`config.mk`:
```
export PLATFORM = sky130hd
export DESIGN_NAME = median5_window
export DESIGN_NICKNAME = d
export VERILOG_FILES = /design/src/rtl/median5_pkg.sv /design/src/rtl/median5_shreg.sv /design/src/rtl/median5_window.sv
export SDC_FILE = /design/constraint.sdc
export NUM_CORES = 1
export LEC_CHECK = 0
export ABC_AREA = 1
export CORE_ASPECT_RATIO = 1.75
export CORE_MARGIN = 10
export CORE_UTILIZATION = 46
export DETAILED_ROUTE_END_ITERATION = 7
export GPL_ROUTABILITY_DRIVEN = 0
export HOLD_SLACK_MARGIN = 0.1
export PLACE_DENSITY = 0.81
export SYNTH_ARGS = -nofsm -noshare
export SYNTH_HDL_FRONTEND = slang
export SYNTH_SLANG_ARGS = --single-unit
```
`constraint.sdc`:
```
create_clock -name clk -period 1.6 [get_ports clk]
set_clock_uncertainty 0.15 [all_clocks]
set_input_delay 0.16 -clock clk [delete_from_list [all_inputs] [get_ports clk]]
set_output_delay 0.16 -clock clk [all_outputs]
set_load 0.01 [all_outputs]
```
`src/rtl/median5_pkg.sv`:
```
// Shared constants and state type for the 5-input median datapath
// (window feeder and median stage).
package median5_pkg;
  localparam int DW       = 8;
  localparam int TAPS     = 5;
  localparam int FILL_MAX = 5;

  typedef enum logic {
    FILL = 1'b0,
    RUN  = 1'b1
  } state_t;
endpackage

```
`src/rtl/median5_shreg.sv`:
```
// Five-tap sample shift register; taps[0] is the newest sample.
// Supports synchronous clear, shift-in load and load-all (edge replication).
module median5_shreg
  import median5_pkg::*;
#(
  parameter int W = median5_pkg::DW
) (
  input  logic                   clk,
  input  logic                   rst,
  input  logic                   clear,
  input  logic                   load,
  input  logic                   replicate,
  input  logic [W-1:0]           din,
  output logic [TAPS-1:0][W-1:0] taps
);

  always_ff @(posedge clk) begin
    if (rst || clear) begin
      taps <= '0;
    end else if (load) begin
      if (replicate) taps <= {TAPS{din}};
      else           taps <= {taps[TAPS-2:0], din};
    end
  end

endmodule

```
`src/rtl/median5_window.sv`:
```
// Serial sample stream to sliding 5-sample window with valid/ready on both sides.
// Optional MEDIAN5_WINDOW_REPLICATE_EN: first accept in FILL replicates din into all taps.
module median5_window
  import median5_pkg::*;
#(
  parameter int DW   = median5_pkg::DW,
  parameter int TAPS = median5_pkg::TAPS,
  parameter int CNTW = 16
) (
  input  logic            clk,
  input  logic            ngreset,
  input  logic [DW-1:0]   din,
  input  logic            din_valid,
  output logic            din_ready,
  input  logic            flush,
  output logic [DW-1:0]   data0,
  output logic [DW-1:0]   data1,
  output logic [DW-1:0]   data2,
  output logic [DW-1:0]   data3,
  output logic [DW-1:0]   data4,
  output logic            out_valid,
  input  logic            out_ready,
  output logic [2:0]      fill_cnt,
  output logic [CNTW-1:0] win_cnt
);

  if (TAPS != FILL_MAX) begin : g_taps_check
    $error("median5_window: TAPS must be 5");
  end

  state_t                   state;
  logic [4:0][DW-1:0]       taps;
  logic                     accept;
  logic                     handoff;
  logic                     load_all;
  logic [2:0]               fill_next;

  assign din_ready = !out_valid | out_ready;
  assign accept    = din_valid & din_ready & !flush;
  assign handoff   = out_valid & out_ready;

`ifdef MEDIAN5_WINDOW_REPLICATE_EN
  assign load_all = accept & (state == FILL);
`else
  assign load_all = 1'b0;
`endif

  // RUN is exactly fill_cnt==5, so it doubles as the saturation flag.
  assign fill_next = load_all         ? 3'(FILL_MAX) :
                     (state == RUN)   ? fill_cnt     :
                                        fill_cnt + 3'd1;

  median5_shreg #(.W(DW)) u_shreg (
    .clk       (clk),
    .rst       (ngreset),
    .clear     (flush),
    .load      (accept),
    .replicate (load_all),
    .din       (din),
    .taps      (taps)
  );

  assign data0 = taps[0];
  assign data1 = taps[1];
  assign data2 = taps[2];
  assign data3 = taps[3];
  assign data4 = taps[4];

  always_ff @(posedge clk) begin
    if (ngreset) begin
      state     <= FILL;
      out_valid <= 1'b0;
      fill_cnt  <= '0;
      win_cnt   <= '0;
    end else begin
      // A handshake in the same cycle as flush still counts.
      if (handoff) win_cnt <= win_cnt + CNTW'(1);

      if (flush) begin
        state     <= FILL;
        out_valid <= 1'b0;
        fill_cnt  <= '0;
      end else if (accept) begin
        fill_cnt <= fill_next;
        if (fill_next == 3'(FILL_MAX)) begin
          state     <= RUN;
          out_valid <= 1'b1;
        end else if (handoff) begin
          out_valid <= 1'b0;
        end
      end else if (handoff) begin
        out_valid <= 1'b0;
      end
    end
  end

endmodule

```
==> metrics.yaml <==
synth_area_leaders: "dfxtp_1, o21ai_0, nor2_1, inv_1, a21oi_1"
path_buf_inv: 1
cpMaxStageDelayCell: "clkdlybuf4s50_1"
finalHoldViolCount: 0
n_antenna_cell: 0
worstReg2RegEnd: "win_cnt[14]$_SDFFE_PP0P_"
crit_family: "buffers and inverters"
fin_crit_sh: 0.976
hold_ws_ns: 0.256
synth_top_area_frac: 0.503
async_flop_share: 0
io_buffers: 73
rows: 34
fin_area_um2: 3620
start_kind: "flop"
hold_buffers: 0
area_growth_pct: 49.1
ios: 74
antenna_found_initial: 0
htreeDepth: 3
yosysSeqAreaShare: 0.503
first_global_vias: 2381
crit_path_cell_trace: "clkdlybuf4s50_1"
cts_num_sinks: 61
max_cap_viol_count: 0
worstPathRequired_ns: 1.29
min_path_cells: 3
p_int_mw: 2.75
seq_power_share: 0.448
comb_power_share: 0.085
syn_area_um2: 2430
gr-usage-all-layers: 0.162
cp-end-kind: "primary output"
start_util: 0.479
synth.avg_cell_area_um2: 7.75
synth_edf_count: 0
critPathMaxFanout: 3
p_sw_frac: 0.224
status: "finished, final reports clean"
grt_max_degree: 40
syn_inst: 313
power_density_nw_per_um2: 981
vias: 2376
timing.fmax_ghz: 0.640
synthFlopType: "dfxtp_1"
routed_wl_um: 6730
cts_tree: "built"
dr.pass1.iters: 5
worstSetupPathType: "reg2out"
setup_violations: 0
syn_nets: 328
post-route-drc-count: 0
postRouteAntennaNets: 0
dieArea_um2: 8690
power.total_mw: 3.55
fin_nets: 413
initialDrtViolationCount: 113
min_path_type: "in2reg"
hpwl_um: 4850
fp.dieH_um: 116
grt_pass1_wl_um: 11100
r2r_start: "win_cnt[0]$_SDFFE_PP0P_"
multi_input_area_um2: 1010
globalRouteOverflowTotal: 0
viasPerCell: 5.20
ir_drop_mv: 1.03
power_leakage_nw: 1.80
core_area_um2: 5060
min_from: "din[6]"
clkPwrFrac: 0.467
r2r_cells: 7
placed_area_um2: 3290
avgRoutedWirePerCell_um: 14.7
cts_buffer_depth: 2
root_buffer: "clkbuf_8"
insertion_delay_ns: 0.33
reg2reg_slack_ns: 0.12
slowest_delay_ns: 0.55
worst_pin_slew_ns: 0.285
yosys_warnings: 0
critPathArrivalTime_ns: 1.25
cts_made_buffers: 9
utilization: 0.715
maxSlewViolCount: 0
die_width_um: 74.9
finalCriticalPeriod_ns: 1.56
netlist-cell-type-count: 26
yosysMostFrequentCell: "dfxtp_1"
clk_pin_slew_worst_paths_ns: 0.07
fillerInstances: 384
synth_common_cells: "dfxtp_1, o21ai_0, nor2_1, inv_1, nand2_1"
ys_ff_latch: 61
slew_headroom: 0.810
hold_end: "u_shreg.taps[6]$_SDFFE_PP0P_"
seqCellArea_um2: 1230
p_sw_mw: 0.797
yosys.area.top_type: "dfxtp_1"
drive_gt1_frac: 0.127
==> per-layer routing <==
layer | wire length [um] | track usage | vias to the layer above
li1 | - | - | 1201
met1 | 2440 | 0.158 | 1086
met2 | 3480 | 0.272 | 73
met3 | 629 | 0.0805 | 16
met4 | 174 | 0.0799 | 0
met5 | 0 | 0 | -
==> power groups by stage <==
stage / Sequential [mW] / Combinational, mW / Clock [mW]
2_1_floorplan: 1.64 / 0.119 / 0
3_3_place_gp: 1.62 / 0.301 / 0
3_5_place_dp: 1.62 / 0.307 / 0
4_1_cts: 1.59 / 0.308 / 1.69
5_1_grt: 1.60 / 0.332 / 1.76
6_report: 1.59 / 0.302 / 1.66
==> stage by stage <==
step                      setup slack [ns]  std cells  setup TNS [ns]
final                               0.0381        457               0
after global routing              -0.00380        457        -0.00380
after CTS                         0.000458        456               0
after detailed placement            -0.168        440           -4.69
after global placement              -0.115        440           -3.63
after floorplan                      0.143        313               0
==> cell usage in the layout, fill, tap and decap left out, drive strengths merged, types with 3 or more instances in the layout <==
| cell | n |
|---|---|
| a21oi | 26 |
| a31oi | 17 |
| buf | 15 |
| bufinv | 3 |
| clkbuf | 9 |
| clkdlybuf4s50 | 41 |
| dfxtp | 61 |
| dlygate4sd2 | 10 |
| dlymetal6s2s | 22 |
| inv | 42 |
| nand2 | 36 |
| nand3 | 10 |
| nor2 | 44 |
| nor3 | 4 |
| o21ai | 50 |
==> worst max-delay path by stage <==
| stage | start | cells past startpoint | endpoint |
|---|---|---|---|
| after floorplan | win_cnt[1]$_SDFFE_PP0P_ | 6 | win_cnt[12]$_SDFFE_PP0P_ |
| after global placement | out_ready | 7 | u_shreg.taps[15]$_SDFFE_PP0P_ |
| after detailed placement | out_ready | 6 | u_shreg.taps[8]$_SDFFE_PP0P_ |
| after CTS | u_shreg.taps[10]$_SDFFE_PP0P_ | 1 | data1[2] |
| after global routing | u_shreg.taps[27]$_SDFFE_PP0P_ | 1 | data3[3] |
| final | win_cnt[13]$_SDFFE_PP0P_ | 1 | win_cnt[13] |
==> cell type report <==
cell class | instances | area share
Tap cell | 54 | 0.0187
Inverter | 42 | 0.0436
Multi-Input combinational cell | 196 | 0.278
Sequential cell | 61 | 0.339
Clock inverter | 7 | 0.0339
Clock buffer | 9 | 0.0342
Timing Repair Buffer | 88 | 0.252
==> logic make-up after synthesis <==
logic type	Yosys count	share of synthesized area
AO/OA/AOI/OAI	96	0.217
AND/OR/NAND/NOR	96	0.169
flip-flops	61	0.503
buffers and inverters	56	0.0939
XOR/XNOR	2	0.00722
adder cells (fa/ha/maj)	2	0.0103
==> what timing repair did <==
action / CTS / global route
setup buffers: 0 / 1
gates resized for setup: 13 / 30
endpoints found under the setup margin: 12 / 27
pin swaps: 0 / 1
gates cloned: 0 / 0
==> worst reg2reg max path, cell delays in order (launching register included) <==
cell	delay, ns
dfxtp_2	0.36
ha_4	0.16
nand3_2	0.10
nor3_4	0.31
nand3_2	0.11
nand2_1	0.10
nand2_1	0.06
nor2_1	0.08
==> registers in the layout, indices dropped and copies added (netlist names) <==
signal / flops
u_shreg.taps: 40
out_valid: 1
state: 1
win_cnt: 16
fill_cnt: 3
(Power assumes the default switching activity.)
